**config.mk**
```make
export PLATFORM = sky130hd
export DESIGN_NAME = sevenseg_scan
export DESIGN_NICKNAME = d
export VERILOG_FILES = /design/src/rtl/sevenseg_pkg.sv /design/src/rtl/hex7seg.sv /design/src/rtl/sevenseg_scan.sv
export SDC_FILE = /design/constraint.sdc
export NUM_CORES = 1
export LEC_CHECK = 0
export ABC_AREA = 1
export CORE_ASPECT_RATIO = 1.1
export CORE_UTILIZATION = 35
export CTS_CLUSTER_SIZE = 12
export DETAILED_ROUTE_END_ITERATION = 8
export GPL_TIMING_DRIVEN = 0
export PLACE_DENSITY = 0.61
export SKIP_CTS_REPAIR_TIMING = 1
export SLEW_MARGIN = 20
export SYNTH_ARGS = -nofsm -noshare
export SYNTH_HDL_FRONTEND = slang
export SYNTH_SLANG_ARGS = --single-unit
```
**constraint.sdc**
```tcl
create_clock -name clk100MHz -period 2.32 [get_ports clk100MHz]
set_clock_uncertainty 0.15 [all_clocks]
set_input_delay 0.464 -clock clk100MHz [delete_from_list [all_inputs] [get_ports clk100MHz]]
set_output_delay 0.464 -clock clk100MHz [all_outputs]
set_load 0.03 [all_outputs]
```
**src/rtl/sevenseg_pkg.sv**
```systemverilog
`default_nettype none
// ============================================================================
//  Module      : sevenseg_pkg
//  Description : Shared constants for seven-segment display blocks: active-low
//                a-g patterns (seg[0] = a ... seg[6] = g), the blank pattern,
//                the digit count and a leading-digit helper.
//  Revision    : 1.0 - initial release
// ============================================================================
package sevenseg_pkg;

  localparam int NUM_DIGITS = 8;

  localparam logic [6:0] SEG_0     = 7'h40;
  localparam logic [6:0] SEG_1     = 7'h79;
  localparam logic [6:0] SEG_2     = 7'h24;
  localparam logic [6:0] SEG_3     = 7'h30;
  localparam logic [6:0] SEG_4     = 7'h19;
  localparam logic [6:0] SEG_5     = 7'h12;
  localparam logic [6:0] SEG_6     = 7'h02;
  localparam logic [6:0] SEG_7     = 7'h78;
  localparam logic [6:0] SEG_8     = 7'h00;
  localparam logic [6:0] SEG_9     = 7'h10;
  localparam logic [6:0] SEG_A     = 7'h08;
  localparam logic [6:0] SEG_B     = 7'h03;
  localparam logic [6:0] SEG_C     = 7'h46;
  localparam logic [6:0] SEG_D     = 7'h21;
  localparam logic [6:0] SEG_E     = 7'h06;
  localparam logic [6:0] SEG_F     = 7'h0E;
  localparam logic [6:0] SEG_BLANK = 7'h7F;

  // Index of the most significant non-zero nibble; 0 when the value is zero.
  function automatic logic [2:0] top_nonzero_digit(input logic [31:0] value);
    logic [2:0] idx;
    idx = 3'd0;
    for (int k = 1; k < NUM_DIGITS; k++) begin
      if (value[k*4 +: 4] != 4'h0) idx = 3'(k);
    end
    return idx;
  endfunction

endpackage
`default_nettype wire

```
**src/rtl/hex7seg.sv**
```systemverilog
`default_nettype none
// ============================================================================
//  Module      : hex7seg
//  Description : Combinational hex nibble (0-F) to active-low a-g pattern.
//  Revision    : 1.0 - initial release
// ============================================================================
module hex7seg
  import sevenseg_pkg::*;
(
  input  logic [3:0] nibble,
  output logic [6:0] segments
);

  // Full hex lookup; every nibble value has an explicit pattern.
  always_comb begin
    segments = SEG_BLANK;
    case (nibble)
      4'h0: segments = SEG_0;
      4'h1: segments = SEG_1;
      4'h2: segments = SEG_2;
      4'h3: segments = SEG_3;
      4'h4: segments = SEG_4;
      4'h5: segments = SEG_5;
      4'h6: segments = SEG_6;
      4'h7: segments = SEG_7;
      4'h8: segments = SEG_8;
      4'h9: segments = SEG_9;
      4'hA: segments = SEG_A;
      4'hB: segments = SEG_B;
      4'hC: segments = SEG_C;
      4'hD: segments = SEG_D;
      4'hE: segments = SEG_E;
      4'hF: segments = SEG_F;
    endcase
  end

endmodule
`default_nettype wire

```
**src/rtl/sevenseg_scan.sv**
```systemverilog
`default_nettype none
// ============================================================================
//  Module      : sevenseg_scan
//  Description : Eight-digit multiplexed seven-segment driver. clk_5KHz and
//                clk_4sec are sampled as asynchronous data, synchronised and
//                edge-detected in the clk100MHz domain. Data is snapshotted
//                once per frame so a frame never mixes two values.
//                Optional macro SEVENSEG_BLANK_LEADING_ZERO_EN darkens digits
//                above the most significant non-zero nibble.
//  Revision    : 1.0 - initial release
// ============================================================================
module sevenseg_scan
  import sevenseg_pkg::*;
#(
  parameter int SYNC_STAGES = 2
) (
  input  logic        clk100MHz,
  input  logic        rst_n,
  input  logic        clk_5KHz,
  input  logic        clk_4sec,
  input  logic [31:0] page0_data,
  input  logic [31:0] page1_data,
  input  logic [7:0]  dp_mask,
  output logic [7:0]  an,
  output logic [6:0]  seg,
  output logic        dp,
  output logic        page
);

  // Bit 0 = scan pacing, bit 1 = page pacing.
  logic [1:0] slow_in;
  logic [1:0] rise;

  assign slow_in = {clk_4sec, clk_5KHz};

  generate
    for (genvar i = 0; i < 2; i++) begin : g_sync
      logic [SYNC_STAGES-1:0] chain;
      logic                   prev;

      // Synchroniser chain followed by a single edge-history flop.
      always_ff @(posedge clk100MHz or negedge rst_n) begin
        if (!rst_n) begin
          chain <= '0;
          prev  <= 1'b0;
        end else begin
          chain <= {chain[SYNC_STAGES-2:0], slow_in[i]};
          prev  <= chain[SYNC_STAGES-1];
        end
      end

      assign rise[i] = chain[SYNC_STAGES-1] & ~prev;
    end
  endgenerate

  logic        scan_rise;
  logic        page_rise;
  logic        page_next;
  logic        wrap;
  logic        snap;
  logic        snap_pending;
  logic [2:0]  digit;
  logic [31:0] data_shadow;
  logic [7:0]  dp_shadow;
  logic [31:0] snap_data;
  logic [3:0]  nibble;
  logic [6:0]  decoded;
  logic        lit;

  assign scan_rise = rise[0];
  assign page_rise = rise[1];
  // The snapshot at a wrap must see a page flip arriving in the same cycle.
  assign page_next = page ^ page_rise;
  assign wrap      = scan_rise && (digit == 3'd7);
  assign snap      = wrap || snap_pending;
  assign snap_data = page_next ? page1_data : page0_data;

  // Page toggle, digit counter and once-per-frame data snapshot.
  always_ff @(posedge clk100MHz or negedge rst_n) begin
    if (!rst_n) begin
      page         <= 1'b0;
      digit        <= 3'd0;
      data_shadow  <= '0;
      dp_shadow    <= '0;
      snap_pending <= 1'b1;
    end else begin
      page         <= page_next;
      snap_pending <= 1'b0;
      if (scan_rise) digit <= digit + 3'd1;
      if (snap) begin
        data_shadow <= snap_data;
        dp_shadow   <= dp_mask;
      end
    end
  end

`ifdef SEVENSEG_BLANK_LEADING_ZERO_EN
  logic [2:0] lead_idx;

  // Highest digit worth lighting, captured alongside the data snapshot.
  always_ff @(posedge clk100MHz or negedge rst_n) begin
    if (!rst_n) begin
      lead_idx <= 3'd0;
    end else if (snap) begin
      lead_idx <= top_nonzero_digit(snap_data);
    end
  end

  assign lit = (digit <= lead_idx);
`else
  assign lit = 1'b1;
`endif

  assign nibble = data_shadow[{digit, 2'b00} +: 4];

  hex7seg u_hex7seg (
    .nibble   (nibble),
    .segments (decoded)
  );

  // Registered digit drive; held dark until the first snapshot has landed.
  always_ff @(posedge clk100MHz or negedge rst_n) begin
    if (!rst_n) begin
      an  <= 8'hFF;
      seg <= SEG_BLANK;
      dp  <= 1'b1;
    end else if (!snap_pending) begin
      if (lit) begin
        an  <= ~(8'b1 << digit);
        seg <= decoded;
        dp  <= ~dp_shadow[digit];
      end else begin
        an  <= 8'hFF;
        seg <= SEG_BLANK;
        dp  <= 1'b1;
      end
    end
  end

endmodule
`default_nettype wire

```
==> key figures <==
Place
  – RePlAce Congestion: 0.8124
  – PortBufs: 92
  – Hpwl dp: 6.804 mm
  – Placed Instance Area: 4639 µm²
  – DP Worst Slack: 0.09603 ns

Detailed routing
  – DRC: 6
  – Post-Route WL: 9.058 mm
  – DR vias: 3,194
  – Post-DRT Antenna Nets: 0
  – DRT Pass-1 Iters: 6
  – Routed length per instance: 13.91 µm
  – Drt first-iter violations: 145
  – Vias per Instance: 4.906

STA
  – Max Freq: 457.4 MHz
  – Final Hold Fails: 0
  – RSZ-0062 raised after global routing: no
  – Max-slew violations: 0
  – Final setup vio count: 0
  – Setup ws final: 0.1340 ns
  – Shortest period the worst path allows: 2.186 ns
  – Hold slack final: 0.2018 ns
  – Period utilization: 94.23%

Layout
  – Area grow syn2layout: 37.22%
  – Ant diodes: 0
  – Fill cells: 953
  – Layout cells sized above 1: 15.25%
  – Commonest cells after routing, fill and taps aside: 91 x clkdlybuf4s50_1, 79 x nand2_1, 50 x dfrtp_1
  – Area of the multi-input gates: 1501 µm²
  – Register area: 1698 µm²
  – Most common cell after layout, fill and taps aside: clkdlybuf4s50_1
  – Final nets: 614
  – Final instance area: 4862 µm²

Floorplan
  – Core area: 9842 µm²
  – Die Area: 10,530 µm²
  – Die Y: 107.5 µm
  – Initial Utilization: 36.00%
  – Row count: 38
  – I/O Pins: 93
  – Die width: 97.94 µm

Logic synthesis
  – Compound-cell area share of the yosys netlist: 14.97%
  – Post-Syn Area: 3543 µm²
  – Post-synthesis register bit count: 67
  – Post-synthesis sequential area ratio: 47.92%
  – Post-Syn Nets: 509
  – Synth Warn #: 0
  – Fraction of synthesized area in multiplexers: 1.271%
  – Adder-cell share of the synthesized area: 4.237%
  – Syn Area/Cell: 8.417 µm²
  – Largest family of logic cells by synthesized area: simple AND/OR/NAND/NOR gates
  – Mapped Cells: 421
  – Post-synthesis xor/xnor area fraction: 0.2472%
  – Synth unique cells: 34
  – Simple-gate portion of the synthesized area: 21.33%

GRT
  – Overflow left after global routing: 0
  – First-pass GRT wire length: 15.23 mm
  – Largest net degree at the start of global routing: 45
  – Vias in the first global route: 3,213
  – Tot GR Track Use: 18.52%
  – Initial antenna violation count: 0

Setup path
  – Worst-path cell chain: buf_6 > inv_8 > buf_8 > nand2_1 > nand3_1 > nand2_1 > o21ai_4 > inv_1 > ha_1 > nand3_1 > nand3_1 > nand3_1 > nand2_1
  – Critical Path RT: 2.46 ns
  – CP max-delay cell: dfrtp_1
  – Top Family by Delay on Critical Path: simple AND/OR/NAND/NOR gates
  – FF-to-FF Start: digit[0]
  – Crit path largest cell delay: 0.42 ns
  – Most Frequent Cell on Critical Path: nand3_1
  – Worst Path Arrival: 2.32 ns
  – Critical Path Fanout Max: 11
  – Endpoint class of the critical path: flop
  – Crit path launch type: flop
  – Kind of critical path: reg -> reg
  – Critical path startpoint: digit[0]
  – CP bufs+invs: 4

Clocking
  – Clk_lat worst skew: 0.36 ns
  – Total CTS buffers: 9
  – Sink Count: 67
  – CTS tree: yes
  – Clock Tree Buf Depth: 2
  – Worst-path clk slew: 0.07 ns
  – Clk root buf: clkbuf_8
  – CTS H-Tree Depth: 3

Power
  – Static leakage: 0.002226 µW
  – Cell Pwr Density: 1151 nW/µm²
  – Max VDD drop: 0.4129 mV

Min path
  – Hold Startpoint: g_sync[0].chain[0]
  – HP Class: reg -> reg

Run status
  – Status: finished with violations
  – Failing checks: design-rule violations

Run
  – Maximum capacitance violations: 0
## per-layer routing
metal,GRT usage [%],routed length [µm],vias up
li1,-,-,1591
met4,7.143,153,0
met5,0,0,-
met2,30.94,4403,69
met3,3.701,331,12
met1,23.58,4169,1522
## logic make-up after synthesis
family,after synthesis
simple gates,172
flops,67
mux,4
compound gates,93
other cells,1
buf+inv,71
xor+xnor,1
fa+ha+maj,12
## synthesized netlist by cell type, drive strengths merged
| master | n | share of area [%] |
|---|---|---|
| xor2 | 1 | 0.25 |
| conb | 1 | 0.11 |
| ha | 12 | 4.2 |
| a31oi | 1 | 0.18 |
| dfrtp | 50 | 35 |
| o211ai | 2 | 0.42 |
| clkbuf | 4 | 0.49 |
| mux2 | 4 | 1.3 |
| o21ai | 47 | 7.1 |
| o22ai | 32 | 5.6 |
| nor2 | 49 | 5.3 |
| nand2 | 86 | 9.7 |
| nand3 | 35 | 5.9 |
| inv | 48 | 5.4 |
| a21oi | 11 | 1.7 |
| buf | 19 | 4.0 |
| or2 | 1 | 0.18 |
| nand3b | 1 | 0.21 |
| dfstp | 17 | 13 |
## final timing paths
kind | to | slack (ns) | depth (start not counted)
min in group asynchronous | data_shadow[27] | 0.39 | 2
worst max-delay path | seg[6] | 0.13 | 13
max in group asynchronous | dp | 1.04 | 3
worst max register to register | seg[6] | 0.13 | 13
worst min-delay path | g_sync[0].chain[1] | 0.20 | 0
worst min register to register | g_sync[0].chain[1] | 0.20 | 0
## power breakdown
part / internal, µW / switching, µW / leakage (µW)
sequential: 1540 / 123 / 0.000772
combinational: 1130 / 1790 / 0.00135
clock: 554 / 463 / 0.0000986
## flip-flops by register name, summed over array words and instances, names as in the netlist
name / cells
g_sync.prev: 2
dp: 1
data_shadow: 32
digit: 3
g_sync.chain: 4
dp_shadow: 8
snap_pending: 1
page: 1
seg: 7
an: 8
## metrics by stage
| step | TNS (ns) | total power (µW) | utilization [%] | std cells |
|---|---|---|---|---|
| after floorplan | 0 | 3727 | - | 421 |
| after global placement | -95.08 | 4525 | 46.89 | 633 |
| after detailed placement | 0 | 4577 | 47.14 | 634 |
| after CTS | 0 | 5604 | 49.22 | 650 |
| after global routing | 0 | 6066 | 49.40 | 651 |
| final | 0 | 5598 | 49.40 | 651 |
## layout make-up
class	count	area share, %
Clock buffer	12	3.191
Timing Repair Buffer	94	19.66
Clock inverter	4	1.029
Tap cell	120	3.088
Inverter	48	3.963
Buffer	23	3.268
Multi-Input combinational cell	283	30.88
Sequential cell	67	34.92
No activity file was read; power rests on OpenSTA's default activity.
